`config.mk`:
```
export PLATFORM = sky130hd
export DESIGN_NAME = stoch_div_mat_seq
export DESIGN_NICKNAME = d
export VERILOG_FILES = /design/src/rtl/stoch_div_mat_seq.sv
export SDC_FILE = /design/constraint.sdc
export NUM_CORES = 1
export LEC_CHECK = 0
export CAP_MARGIN = 15
export CORE_MARGIN = 3
export CORE_UTILIZATION = 40
export CTS_CLUSTER_SIZE = 10
export DETAILED_ROUTE_END_ITERATION = 8
export HOLD_SLACK_MARGIN = 0.1
export PLACE_DENSITY = 0.67
export SLEW_MARGIN = 0
export SYNTH_ARGS = -nofsm -noshare
export SYNTH_HDL_FRONTEND = slang
export SYNTH_SLANG_ARGS = --single-unit
```
`constraint.sdc`:
```
create_clock -name CLK -period 1.9 [get_ports CLK]
set_input_delay 0.57 -clock CLK [delete_from_list [all_inputs] [get_ports CLK]]
set_output_delay 0.57 -clock CLK [all_outputs]
set_load 0.05 [all_outputs]
```
`src/rtl/stoch_div_mat_seq.sv`:
```
// stoch_div_mat_seq: clear / warm-up / count / present sequencer for a stochastic divider array
//   CLK, RST        rising-edge clock, synchronous active-high reset
//   start, abort    run request (registered, honoured only in IDLE) and run cancel
//   busy            high while clearing, warming up or counting
//   div_nrst        registered active-low reset to the divider array
//   stream_en       enable to the bitstream generators during warm-up and counting
//   div_y           row-major divider outputs, element e = i*NUM_COLS+j
//   out_valid/ready count handshake; counts holds element e at [e*CNT_WIDTH +: CNT_WIDTH]
module stoch_div_mat_seq #(
   parameter int NUM_ROWS   = 2,
   parameter int NUM_COLS   = 2,
   parameter int STREAM_LEN = 256,
   parameter int WARMUP     = 16,
   parameter int CNT_WIDTH  = 9
) (
   input  logic                                   CLK,
   input  logic                                   RST,
   input  logic                                   start,
   input  logic                                   abort,
   output logic                                   busy,
   output logic                                   div_nrst,
   output logic                                   stream_en,
   input  logic [NUM_ROWS*NUM_COLS-1:0]           div_y,
   output logic                                   out_valid,
   input  logic                                   out_ready,
   output logic [NUM_ROWS*NUM_COLS*CNT_WIDTH-1:0] counts
);
   localparam int N    = NUM_ROWS * NUM_COLS;
   localparam int LMAX = STREAM_LEN > WARMUP ? STREAM_LEN : WARMUP;
   localparam int TW   = $clog2(LMAX + 1);
   if ((2 ** CNT_WIDTH) <= STREAM_LEN) begin : g_cnt_chk
      $error("stoch_div_mat_seq: 2**CNT_WIDTH must exceed STREAM_LEN");
   end
   if (STREAM_LEN < 1) begin : g_len_chk
      $error("stoch_div_mat_seq: STREAM_LEN must be at least 1");
   end
   typedef enum logic [2:0] {IDLE, CLEAR, WARM, RUN, DONE} state_e;
   state_e               state_q, state_d;
   logic [TW-1:0]        tmr_q, tmr_d;
   logic                 start_q, nrst_q, clr;
   logic [N*CNT_WIDTH-1:0] cnt_q, cnt_d;
   always_comb begin
      state_d = state_q;
      case (state_q)
         IDLE:    state_d = start_q ? CLEAR : IDLE;
         CLEAR:   state_d = WARMUP > 0 ? WARM : RUN;
         WARM:    state_d = tmr_q == TW'(WARMUP - 1) ? RUN : WARM;
         RUN:     state_d = tmr_q == TW'(STREAM_LEN - 1) ? DONE : RUN;
         DONE:    state_d = out_ready ? IDLE : DONE;
         default: state_d = IDLE;
      endcase
      if (abort && state_q != IDLE) state_d = IDLE;
      // the phase timer restarts on every state change, so CLEAR always sees zero
      tmr_d = state_d != state_q ? '0 : tmr_q + 1'b1;
      // counts read zero during CLEAR itself and right after an abort
      clr   = state_d == CLEAR || (abort && state_q != IDLE);
      cnt_d = cnt_q;
      for (int e = 0; e < N; e++)
         cnt_d[e*CNT_WIDTH +: CNT_WIDTH] = clr ? '0 :
            cnt_q[e*CNT_WIDTH +: CNT_WIDTH] + CNT_WIDTH'(state_q == RUN && div_y[e]);
   end
   always_ff @(posedge CLK) begin
      if (RST) begin
         state_q <= IDLE;
         tmr_q   <= '0;
         start_q <= 1'b0;
         nrst_q  <= 1'b0;
         cnt_q   <= '0;
      end else begin
         state_q <= state_d;
         tmr_q   <= tmr_d;
         // start is registered and only captured in IDLE, so requests made while busy are dropped
         start_q <= start && state_q == IDLE;
         nrst_q  <= state_d != CLEAR;
         cnt_q   <= cnt_d;
      end
   end
   assign busy      = state_q == CLEAR || state_q == WARM || state_q == RUN;
   assign stream_en = state_q == WARM || state_q == RUN;
   assign out_valid = state_q == DONE;
   assign div_nrst  = nrst_q;
   assign counts    = cnt_q;
endmodule

```
=== Yosys cells after proc, flatten, opt, wreduce, memory -nomap -nowiden ===
Index checks and enable logic that the tools add are counted.

* Flip-flop bits (word level): 50
* Logic and storage cells: 39

* Equal/unequal tests: 9
* Reduce and logical (&&, ||, !) cells: 14
* Muxes and demuxes: 6
* Add/subtract/negate cells: 5

{| class="wikitable"
|+ Operator list
! cell !! count
|-
| adder 9 x 1 -> 9 bit || 4
|-
| case mux 3 bit (5 select lines) || 1
|-
| adder 9 x 1 -> 9 bit (second input constant) || 1
|-
| equality test 9 x 4 -> 1 bit (second input constant) || 1
|-
| equality test 9 x 8 -> 1 bit (second input constant) || 1
|-
| 2-to-1 mux 3 bit || 3
|-
| equality test 3 x 1 -> 1 bit (second input constant) || 2
|-
| equality test 3 x 2 -> 1 bit (second input constant) || 2
|-
| logical AND 1 bit || 6
|-
| logical OR 1 bit || 4
|-
| OR reduction 2 bit || 2
|-
| equality test 3 bit (second input constant) || 1
|-
| zero test 3 bit || 1
|-
| != test 3 x 1 -> 1 bit (second input constant) || 1
|-
| != test 3 bit || 1
|-
| nonzero test 3 bit || 1
|-
| 2-to-1 mux 1 bit || 2
|}

=== Logic depth before layout (Yosys ltp) ===
Gate-level depths: netlist of the first run.

* Depth after elaboration: 7
* Gate-level depth with buffers: 10

=== Worst setup path after synthesis of the first run ===
Ideal clock, no wire load.

* Kind: reg2reg
* From: register state_q[1]
* To: register cnt_q[8], in the netlist counts[8]
* Period minus slack after synthesis: 2099 ps
* Slack: -199 ps
* Cell stages (with the launch flop): 11
* Path buffers: 2
* Data required time: 1782 ps
* Arrival: 1981 ps
* Cell sequence: dfxtp_1 buf_6 nor2b_1 buf_2 and3_1 ha_1 ha_1 and4_1 nand4_1 xor2_1 nor2_4

* Word-level cells in the longest chain between the ends: 6
* Elaborated cells on any way between the ends: 14

{| class="wikitable"
|+ Ends and longest elaborated chain
! what !! line !! RTL
|-
| from (decl) || 38 || <nowiki>state_e state_q, state_d;</nowiki>
|-
| from (signal assigned) || 70 || <nowiki>state_q <= state_d;</nowiki>
|-
| equality test 3 bit (tied with other cells) || 44 || <nowiki>case (state_q)</nowiki>
|-
| case mux 3 bit (5 select lines) or logical AND 1 bit (tied branches) || 44, 52, 56 ||
|-
| 2-to-1 mux 3 bit || 52 || <nowiki>if (abort && state_q != IDLE) state_d = IDLE;</nowiki>
|-
| equality test 3 x 1 -> 1 bit || 56 || <nowiki>clr = state_d == CLEAR || (abort && state_q != IDLE);</nowiki>
|-
| logical OR 1 bit || 56 ||
|-
| OR reduction 2 bit (no line) || -- ||
|-
| to (signal assigned) || 75 || <nowiki>cnt_q <= cnt_d;</nowiki>
|-
| to (decl) || 41 || <nowiki>logic [N*CNT_WIDTH-1:0] cnt_q, cnt_d;</nowiki>
|}

Parallel ways exist; a longest one is shown, timed or not.
A chain may end at the register's enable or synchronous reset.

=== Worst setup path in the final report of the first run ===
* From: register tmr_q[1]
* To: register tmr_q[8]

* Word-level cells in the longest chain between the ends: 6
* Elaborated cells on any way between the ends: 9

{| class="wikitable"
|+ Ends and longest elaborated chain
! what !! line !! RTL
|-
| from (decl) || 39 || <nowiki>logic [TW-1:0] tmr_q, tmr_d;</nowiki>
|-
| from (signal assigned) || 71 || <nowiki>tmr_q <= tmr_d;</nowiki>
|-
| equality test 9 x 8 -> 1 bit or equality test 9 x 4 -> 1 bit (tied branches) || 48, 47 ||
|-
| 2-to-1 mux 3 bit or 2-to-1 mux 1 bit (tied branches) || 48, 47 ||
|-
| case mux 3 bit (5 select lines) || 44 ||
|-
| 2-to-1 mux 3 bit || 52 ||
|-
| != test 3 bit || 54 || <nowiki>tmr_d = state_d != state_q ? '0 : tmr_q + 1'b1;</nowiki>
|-
| OR reduction 2 bit (no line) || -- ||
|}

Parallel ways exist; a longest one is shown, timed or not.

==> results of run 1 <==
-- flip-flops by register name, summed over array words and instances, names as in the netlist --
signal / count
tmr_q: 9
div_nrst: 1
counts: 36
start_q: 1
state_q: 3
-- logic make-up (layout without fill, tap and decap cells) --
| family | Yosys count | after routing |
|---|---|---|
| adders and majority gates | 10 | 10 |
| buffers and inverters | 11 | 84 |
| xor gates and xnor gates | 34 | 34 |
| and+or+nand+nor | 113 | 113 |
| AOI/OAI and AO/OA | 8 | 9 |
| DFF | 50 | 50 |
-- cells in the final DEF (no fill, tap or decap), types with 2 or more instances in the layout --
master / n
xnor2_1: 11
nand3_1: 14
xor2_2: 2
nor4_2: 5
and3_1: 16
xor2_1: 21
nor4_1: 4
ha_2: 2
nor2_2: 2
nand2_1: 8
nand4_1: 7
dfxtp_2: 2
dfxtp_1: 48
ha_1: 5
clkdlybuf4s50_1: 7
ha_4: 3
buf_4: 53
nor2_1: 14
a21oi_4: 3
clkbuf_8: 5
and4_1: 4
buf_12: 11
inv_1: 4
nor2_4: 21
nor3_1: 5
-- report_power, final --
group	switching (W)	leakage, nW	internal, W
Combinational	0.000113	0.872	0.0000970
Clock	0.000354	0.0514	0.000393
Sequential	0.0000113	0.404	0.00106
-- path summary, 6_finish.rpt --
kind / end / cells after the start / startpoint / slack [ps]
worst max register to register: tmr_q[8]$_SDFF_PP0_ / 9 / tmr_q[1]$_SDFF_PP0_ / 80
worst max-delay path: tmr_q[8]$_SDFF_PP0_ / 9 / tmr_q[1]$_SDFF_PP0_ / 80
worst min-delay path: counts[35]$_SDFF_PP0_ / 2 / counts[35]$_SDFF_PP0_ / 520
worst min register to register: counts[35]$_SDFF_PP0_ / 2 / counts[35]$_SDFF_PP0_ / 520
-- routing by layer --
metal,up-vias,wire [um]
li1,932,-
met3,10,228
met4,0,87
met1,859,2300
met5,-,0
met2,37,2290
-- worst reg2reg max path, cell delays in order, from the launching register on --
cell,delay (ps)
dfxtp_1,350
ha_4,170
nand2_2,60
nor2_2,40
and3_1,180
ha_2,170
nand3b_1,160
a21o_4,240
a21oi_4,260
nor4_2,90
-- layout make-up --
class                      instances  area share
sequential                        50       0.300
tap                               72      0.0269
clock inverter                     2      0.0112
timing repair buffer              72       0.208
multi-input combinational        166       0.428
inverter                           4     0.00448
clock buffer                       6      0.0217
-- per-stage QoR --
stage | setup WS, ps | hold slack (ps) | utilization | cell area, sq um | setup TNS, ps
finish | 79.2 | 520 | 0.597 | 3350 | 0
global route | -43.4 | 552 | 0.597 | 3350 | -126
detailed placement | -342 | 510 | 0.554 | 3100 | -3720
floorplan | 6.40 | 433 | - | 2410 | 0
global placement | -314 | 497 | 0.554 | 3100 | -3260
CTS | 9.79 | 530 | 0.577 | 3230 | 0
-- what timing repair did --
item	in CTS	in global routing
pin swaps	1	8
gates cloned	0	1
setup buffers	1	1
gates resized for setup	5	19
endpoints found under the setup margin	3	13
==> summary.txt, run 1 <==
===========================================================================================
Final worst path period need                                                        1820 ps
Number of design-rule violations left by the first detailed-router iteration             40
Type of the worst min-delay path                                                    reg2reg
Final global-route overflow total                                                         0
Number of buffers created by CTS                                                          5
Residual DRC                                                                              0
Top cell type's share of synthesized area                                             0.423
Final weighted congestion of routability-driven global placement                      0.799
Power Dens Cells                                                                605 mW/mm^2
Deepest clock path buffer count                                                           2
Global routing usage on met2                                                          0.238
Count of unique library cells instantiated by Yosys                                      37
Setup Crit Path Kind                                                                reg2reg
Share of async-settable or async-resettable flops after synthesis                         0
Element type at the critical path start                                                flop
Die area                                                                       0.00687 sq mm
Final #Nets                                                                             318
DR pass1 iterations                                                                       4
CP top delay family                                                            simple AND/OR/NAND/NOR gates
Endpoint kind of the worst setup timing path                                           flop
Maximum number of pins on one net before global-route repair                             16
CTS tree                                                                               done
Synthesized netlist net count                                                           245
Most frequent cells after synthesis                                            dfxtp_1 (50), xor2_1 (23), nor2_4 (20)
Die H                                                                               82.9 um
Endpoints failing setup                                                                   0
Slew @ Worst Pin                                                                     342 ps
Hold violation count in the final report                                                  0
Fill cell instance count of the final layout                                            491
Routed wire length                                                                  4910 um
Horiz. Die Dim                                                                      82.9 um
Top post-synthesis cells by area                                               dfxtp_1 (42%), nor2_4 (9.5%), xor2_1 (8.5%), ha_1 (5.3%), and3_1 (4.5%)
Boundary Pins                                                                            49
DR vias                                                                                1838
Simple-gate share of the synthesized area                                             0.328
Max Clk Rate                                                                      0.549 GHz
Buffers on Ports                                                                         48
Layer with the highest usage after global routing                                      met2
Status                                                                         finished clean
Post-synthesis cell type with the largest combined area                             dfxtp_1
First-pass GRT wire length                                                          8510 um
Cell total after placement                                                              361
Total power consumption of the routed design                                      0.00203 W
Area grow syn2layout                                                                  41.5%
Master of the slowest instance on the critical path                                 dfxtp_1
Fraction of layout instances using a drive strength above 1                           0.410
Portion of netlist area occupied by mux cells                                             0
Seq cells post-synth                                                                     50
Detailed Place HPWL                                                                 3530 um
Met3 Use GR                                                                          0.0357
Yosys Warn Count                                                                          0
Slowest Stage Delay on Critical Path                                                 350 ps
Number of flops mapped to enable cells by yosys                                           0
Number of vias per cell after detailed routing                                         4.94
Slew Limit Fails                                                                          0
Count of placed standard cells in the final layout, fillers left out                    372
Critical path, cell by cell                                                    ha_4, nand2_2, nor2_2, and3_1, ha_2, nand3b_1, a21o_4, a21oi_4, nor4_2
Root buf cell                                                                      clkbuf_8
CTS H-Tree Depth                                                                          2
Clock latency reported for the late side of the worst-skew pair                      310 ps
Core area                                                                      0.00561 sq mm
Total routing resource utilization after global routing                               0.147
Largest family of logic cells by synthesized area                              simple AND/OR/NAND/NOR gates
Wire per inst                                                                       13.2 um
Standard-cell rows                                                                       27
Max-Slew Margin vs Limit                                                              0.770
Most used DFF post-synth                                                            dfxtp_1
Total inserted antenna cells                                                              0
Number of buffers and inverters on the critical path                                      0
Synthesized instance count                                                              226
Mean Syn Cell Area                                                               10.5 sq um
Initial standard-cell utilization of the core                                         0.422
Portion of the clock cycle consumed by the worst path in the final layout             0.958
Leakage                                                                             1.33 nW
Number of buffers inserted for hold repair after clock tree synthesis                     0
WP data required                                                                    2090 ps
Area share of xor/xnor cells in the synthesized design                                0.126
Total clock sinks                                                                        50
Met1 layer usage reported by global route                                             0.189
Vias in the first global route                                                         1841
WP data arrival                                                                     2010 ps
Antenna violations before repair                                                          0
Post-Synthesis Cell Area                                                       0.00237 sq mm
CTS clock-pin slew for the worst setup and hold paths                                 90 ps
Adder-cell area share of the yosys netlist                                           0.0529
Max IR drop VDD                                                                      469 uV
Area of the multi-input gates                                                  0.00143 sq mm
Number of routed nets with antenna violations                                             0
Skew final                                                                          8.32 ps
Reported max-cap violation count                                                          0
Compound-cell area share of the yosys netlist                                        0.0333
Crit-path max FO                                                                          5
Sequential cell area fraction in the yosys report                                     0.423
Area used by sequential logic in the layout                                    0.00100 sq mm
Cell with the most instances after synthesis                                        dfxtp_1
===========================================================================================
No activity file was read; power rests on OpenSTA's default activity.
==> run 2, diff against run 1 <==
--- a/config.mk
+++ b/config.mk
@@ -6,7 +6,6 @@
 export NUM_CORES = 1
 export LEC_CHECK = 0
 export CAP_MARGIN = 15
-export CORE_MARGIN = 3
 export CORE_UTILIZATION = 40
 export CTS_CLUSTER_SIZE = 10
 export DETAILED_ROUTE_END_ITERATION = 8
==> summary.txt, run 2 (synthesis gave the netlist of run 1 again) <==
===========================================================================================
Status                                                                         finished clean
Skew final                                                                          12.1 ps   +3.83 ps
Flip-flop count of the largest register, all copies and words added                      36   unchanged
Area grow syn2layout                                                                  38.2%
Slew Limit Fails                                                                          0   unchanged
Core area                                                                      0.00561 sq mm   unchanged
Fraction of layout instances using a drive strength above 1                           0.383   -0.0269
Hold violation count in the final report                                                  0   unchanged
Area used by sequential logic in the layout                                    0.00100 sq mm   unchanged
Die H                                                                               78.9 um   -4.8%
Met3 wirelength from detailed routing                                                195 um   -14%
Wire per inst                                                                       12.9 um   -2.4%
Total routing resource utilization after global routing                               0.164   +0.0174
Crit-path max FO                                                                          4   -1
Switching share of power                                                              0.223   -0.0132
CTS clock-pin slew for the worst setup and hold paths                                 90 ps   about the same
Most frequent standard cell in the layout excluding fill and tap cells                buf_4
Boundary Pins                                                                            49   unchanged
Detailed Place HPWL                                                                 3440 um   -2.7%
Clock latency reported for the late side of the worst-skew pair                      300 ps   about the same
Power Dens Cells                                                                615 mW/mm^2   +1.7%
Root buf cell                                                                      clkbuf_8
Internal power of the cells                                                       0.00156 W   +0.98%
Total clock sinks                                                                        50   unchanged
Worst setup slack for register-to-register paths                                      90 ps   about the same
Sequential cell fraction of total power                                               0.531   +0.003
Cell total after placement                                                              359   -0.55%
Deepest clock path buffer count                                                           2   unchanged
Area of the multi-input gates                                                  0.00139 sq mm   -3.0%
Clk pwr share                                                                         0.375   +0.006
Routed length on met2                                                               2220 um   -2.9%
Max Clk Rate                                                                      0.550 GHz   about the same
Final worst path period need                                                        1820 ps   -1.04 ps
Wire length on met1                                                                 2260 um   -1.9%
Number of buffers created by CTS                                                          5   unchanged
Element type at the critical path start                                        primary input
Number of routed nets with antenna violations                                             0   unchanged
Most used cells in the layout excluding fill and tap cells                     buf_4 (50), dfxtp_1 (48), nor2_4 (21), xor2_1 (21), and3_1 (16)
Max IR drop VDD                                                                      444 uV   -5.3%
Setup Crit Path Kind                                                                 in2reg
WP data required                                                                    2090 ps   about the same
Buffers on Ports                                                                         48   unchanged
Total inserted antenna cells                                                              0   unchanged
Fill cell instance count of the final layout                                            509   +3.7%
First-pass GRT wire length                                                          8050 um   -5.4%
Die area                                                                       0.00623 sq mm   -9.4%
Residual DRC                                                                              0   unchanged
Number of vias per cell after detailed routing                                         4.91   -0.62%
Standard-cell rows                                                                       27   unchanged
Master of the slowest instance on the critical path                            clkdlybuf4s50_1
Final global-route overflow total                                                         0   unchanged
WP data arrival                                                                     2010 ps   about the same
Portion of total power attributed to combinational logic                              0.094   -0.009
Final weighted congestion of routability-driven global placement                      0.753   -5.6%
Endpoints failing setup                                                                   0   unchanged
Count of placed standard cells in the final layout, fillers left out                    367   -1.3%
Endpoint kind of the worst setup timing path                                           flop
DR vias                                                                                1802   -2.0%
Critical path, cell by cell                                                    clkdlybuf4s50_1, and3_1, ha_1, ha_1, nand4_1, xor2_1, nor2_4
Number of design-rule violations left by the first detailed-router iteration             35   -13%
Type of the worst min-delay path                                                    reg2reg
Most frequent CP cell                                                                  ha_1
Portion of the clock cycle consumed by the worst path in the final layout             0.958   about the same
Max-Slew Margin vs Limit                                                              0.681   -0.0888
Vias in the first global route                                                         1792   -2.7%
CTS tree                                                                               done
CTS H-Tree Depth                                                                          2   unchanged
Count of buffers added by post-CTS timing repair for setup                                0   -1
Final #Nets                                                                             314   -1.3%
Routed wire length                                                                  4720 um   -3.7%
Leakage                                                                             1.31 nW   -1.4%
Worst setup slack after layout                                                      80.2 ps   +1.04 ps
RSZ-0062 raised after global routing                                                     no
Highest metal layer with signal wires                                                  met4
Slew @ Worst Pin                                                                     478 ps   +135 ps
Slowest Stage Delay on Critical Path                                                 450 ps   +100 ps
Hold slack final                                                                     432 ps   -88.2 ps
Reported max-cap violation count                                                          0   unchanged
Initial standard-cell utilization of the core                                         0.422   unchanged
CP top delay family                                                            buffers and inverters
Final standard cell utilization of the core                                           0.583   -0.0141
Worst slack after detailed placement                                                -321 ps   +20.4 ps
DR pass1 iterations                                                                       4   unchanged
Antenna violations before repair                                                          0   unchanged
Switching component of the power                                                 0.000448 W   -6.3%
Horiz. Die Dim                                                                      78.9 um   -4.8%
Maximum number of pins on one net before global-route repair                             15   -1
Number of buffers and inverters on the critical path                                      1   +1
===========================================================================================
==> run 2: what timing repair did <==
item,CTS,global route
gates resized for setup,4,12
pin swaps,0,8
hold endpoints to repair,0,0
cloned,0,1
hold buffers,0,0
setup endpoints to repair,4,14
==> run 2: area by class of cell <==
class / count / area share
clock buffers: 6 / 0.0253
clock inverters: 1 / 0.00918
inverters: 4 / 0.00459
multi-input cells: 166 / 0.425
flip-flops and latches: 50 / 0.307
well taps: 72 / 0.0276
repair buffers: 68 / 0.201
==> run 2: final timing paths <==
kind	startpoint	endpoint	cells past startpoint
worst max-delay path	div_y[2]	counts[26]$_SDFF_PP0_	7
worst min-delay path	tmr_q[0]$_SDFF_PP0_	tmr_q[0]$_SDFF_PP0_	1
worst max register to register	tmr_q[0]$_SDFF_PP0_	tmr_q[2]$_SDFF_PP0_	9
worst min register to register	tmr_q[0]$_SDFF_PP0_	tmr_q[0]$_SDFF_PP0_	1
==> run 2: metal layers <==
metal / track usage / vias to the layer above
li1: - / 925
met5: 0 / -
met4: 0.0491 / 0
met1: 0.200 / 837
met3: 0.0425 / 5
met2: 0.283 / 35
==> run 2: metrics by stage <==
| stage | total power [W] | instance area [sq um] | TNS [ps] |
|---|---|---|---|
| 6_report | 0.00201 | 3270 | 0 |
| 4_1_cts | 0.00203 | 3200 | 0 |
| 3_5_place_dp | 0.00127 | 3080 | -3760 |
| 3_3_place_gp | 0.00127 | 3080 | -3190 |
| 2_1_floorplan | 0.00120 | 2410 | 0 |
| 5_1_grt | 0.00210 | 3270 | 0 |
==> run 2: power groups by stage <==
| stage | sequential [W] | clock, W | combinational (W) |
|---|---|---|---|
| floorplan | 0.00109 | 0 | 0.000111 |
| global placement | 0.00109 | 0 | 0.000179 |
| detailed placement | 0.00109 | 0 | 0.000179 |
| CTS | 0.00107 | 0.000784 | 0.000180 |
| global route | 0.00107 | 0.000829 | 0.000204 |
| finish | 0.00107 | 0.000755 | 0.000189 |
==> run 3, diff against run 2 <==
--- a/config.mk
+++ b/config.mk
@@ -6,6 +6,7 @@
 export NUM_CORES = 1
 export LEC_CHECK = 0
 export CAP_MARGIN = 15
+export CORE_ASPECT_RATIO = 0.7
 export CORE_UTILIZATION = 40
 export CTS_CLUSTER_SIZE = 10
 export DETAILED_ROUTE_END_ITERATION = 8
==> summary.txt, run 3 (synthesis gave the netlist of run 1 again) <==
===========================================================================================
Status                                                                         finished clean
Routed wire length                                                                  4700 um   -0.44%
Portion of the clock cycle consumed by the worst path in the final layout             0.974   +0.0159
CTS clock-pin slew for the worst setup and hold paths                                 90 ps   about the same
Type of the worst min-delay path                                                    reg2reg
Number of vias per cell after detailed routing                                         4.88   -0.52%
DR vias                                                                                1822   +1.1%
Die area                                                                       0.00623 sq mm   about the same
Number of design-rule violations left by the first detailed-router iteration             51   +46%
Element type at the critical path start                                                flop
Power Dens Cells                                                                613 mW/mm^2   -0.25%
CP top delay family                                                            compound AO/OA/AOI/OAI gates
Max-Slew Margin vs Limit                                                              0.694   +0.0128
Reported max-cap violation count                                                          0   unchanged
Slew @ Worst Pin                                                                     458 ps   -19.2 ps
Fraction of layout instances using a drive strength above 1                           0.416   +0.0331
WP data required                                                                    2100 ps   about the same
Max Clk Rate                                                                      0.541 GHz   -1.6%
WP data arrival                                                                     2050 ps   +40 ps
Max IR drop VDD                                                                      285 uV   -36%
Antenna violations before repair                                                          0   unchanged
Final #Nets                                                                             317   +0.96%
Die H                                                                               66.3 um   -16%
Clock latency reported for the late side of the worst-skew pair                      300 ps   about the same
Slowest Stage Delay on Critical Path                                                 360 ps   -90 ps
Master of the slowest instance on the critical path                                 dfxtp_4
Vias in the first global route                                                         1661   -7.3%
Leakage                                                                             1.33 nW   +1.4%
Worst setup slack for register-to-register paths                                      50 ps   -40 ps
Number of buffers created by CTS                                                          5   unchanged
Setup Crit Path Kind                                                                reg2reg
Worst setup slack after layout                                                      50.1 ps   -30.2 ps
Detailed Place HPWL                                                                 3410 um   -0.74%
Root buf cell                                                                      clkbuf_8
Number of buffers and inverters on the critical path                                      1   unchanged
Critical path, cell by cell                                                    ha_4, nand2_2, nor2_2, and3_4, ha_4, nand3b_1, a21o_1, buf_4, a221oi_1
Core area                                                                      0.00573 sq mm   +2.1%
Boundary Pins                                                                            49   unchanged
Flip-flop count of the largest register, all copies and words added                      36   unchanged
Startpoint of the tightest hold check path                                     tmr_q[0]$_SDFF_PP0_
Skew final                                                                          6.25 ps   -5.90 ps
Slew Limit Fails                                                                          0   unchanged
RSZ-0062 raised after global routing                                                    yes
Final weighted congestion of routability-driven global placement                      0.788   +4.6%
Wire per inst                                                                       12.6 um   -2.0%
Most frequent standard cell in the layout excluding fill and tap cells                buf_4
Area grow syn2layout                                                                  40.8%
Worst slack after detailed placement                                                -328 ps   -7.01 ps
R2R Path Start                                                                 tmr_q[0]$_SDFF_PP0_
Hold violation count in the final report                                                  0   unchanged
Number of routed nets with antenna violations                                             0   unchanged
Endpoints failing setup                                                                   0   unchanged
CTS H-Tree Depth                                                                          2   unchanged
Initial standard-cell utilization of the core                                         0.413   -0.00876
DR pass1 iterations                                                                       4   unchanged
Deepest clock path buffer count                                                           2   unchanged
Worst R2R Path Depth                                                                      9   unchanged
End point of the worst hold path                                               tmr_q[0]$_SDFF_PP0_
Maximum number of pins on one net before global-route repair                             15   unchanged
Most frequent CP cell                                                                  ha_4
Reg2Reg Capture Point                                                          state_q[0]$_SDFF_PP0_
Total clock sinks                                                                        50   unchanged
First-pass GRT wire length                                                          7680 um   -4.6%
Final worst path period need                                                        1850 ps   +30.2 ps
Residual DRC                                                                              0   unchanged
Buffers on Ports                                                                         48   unchanged
Total inserted antenna cells                                                              0   unchanged
Endpoint kind of the worst setup timing path                                           flop
Most used cells in the layout excluding fill and tap cells                     buf_4 (53), dfxtp_1 (44), xor2_1 (22), nor2_4 (20), and3_1 (15)
Total routing resource utilization after global routing                               0.158   -0.00587
Final standard cell utilization of the core                                           0.582   -0.00118
CTS tree                                                                               done
Hold Path Cell Cnt                                                                        2   +1
Standard-cell rows                                                                       23   -15%
Horiz. Die Dim                                                                      93.9 um   +19%
Final global-route overflow total                                                         0   unchanged
Crit-path max FO                                                                          3   -1
===========================================================================================
## run 3: worst register-to-register path, stage by stage, from the launching register on
cell      delay [ps]
dfxtp_4          360
ha_4             160
nand2_2           70
nor2_2            40
and3_4           170
ha_4             160
nand3b_1         150
a21o_1           260
buf_4            160
a221oi_1         220
## run 3: layout make-up
class                           count  area (sq um)
Fill cell                         513          2390
Multi-Input combinational cell    166          1420
Sequential cell                    50          1010
Timing Repair Buffer               71           681
Tap cell                           75          93.8
Clock buffer                        6          82.6
Clock inverter                      1          30.0
Inverter                            4          15.0
## run 3: how the worst max path moves through the flow
| stage | startpoint | to | slack (ps) | cells after the start |
|---|---|---|---|---|
| finish | tmr_q[0]$_SDFF_PP0_ | state_q[0]$_SDFF_PP0_ | 50 | 9 |
| global route | tmr_q[0]$_SDFF_PP0_ | tmr_q[0]$_SDFF_PP0_ | -60 | 9 |
| CTS | div_y[0] | counts[8]$_SDFF_PP0_ | 2 | 8 |
| detailed placement | div_y[0] | counts[8]$_SDFF_PP0_ | -330 | 8 |
| global placement | div_y[0] | counts[8]$_SDFF_PP0_ | -280 | 8 |
| floorplan | state_q[1]$_SDFF_PP0_ | counts[8]$_SDFF_PP0_ | 6 | 10 |
## run 3: metrics by stage
step	hold slack (ps)	cells	instance area, sq um	setup TNS [ps]	total power, W
after floorplan	433	226	2410	0	0.00120
after global placement	446	361	3070	-2510	0.00128
after detailed placement	468	361	3070	-3490	0.00128
after CTS	442	369	3220	0	0.00204
after global routing	554	373	3330	-161	0.00211
final	540	373	3330	0	0.00204
## run 3: report_power, final
part	internal [W]	total, W	switching (W)	leakage [nW]
clock network	0.000422	0.000769	0.000347	0.0573
registers	0.00106	0.00107	0.0000111	0.407
logic	0.0000952	0.000206	0.000111	0.864
total	0.00157	0.00204	0.000469	1.33
## run 3: what timing repair did
action                     CTS  global route
gates cloned                 1             0
buffers inserted             0             4
pin swaps                    2            15
setup endpoints to repair   11            12
hold buffers                 0             0
gates resized for setup      7            19
## run 3: routing by layer
metal | global-route usage | up-vias | routed length, um | share of wire
li1 | - | 931 | - | -
met1 | 0.221 | 847 | 2410 | 0.51
met2 | 0.243 | 40 | 2080 | 0.44
met3 | 0.0414 | 4 | 186 | 0.040
met4 | 0.0365 | 0 | 29 | 0.0062
met5 | 0 | - | 0 | 0
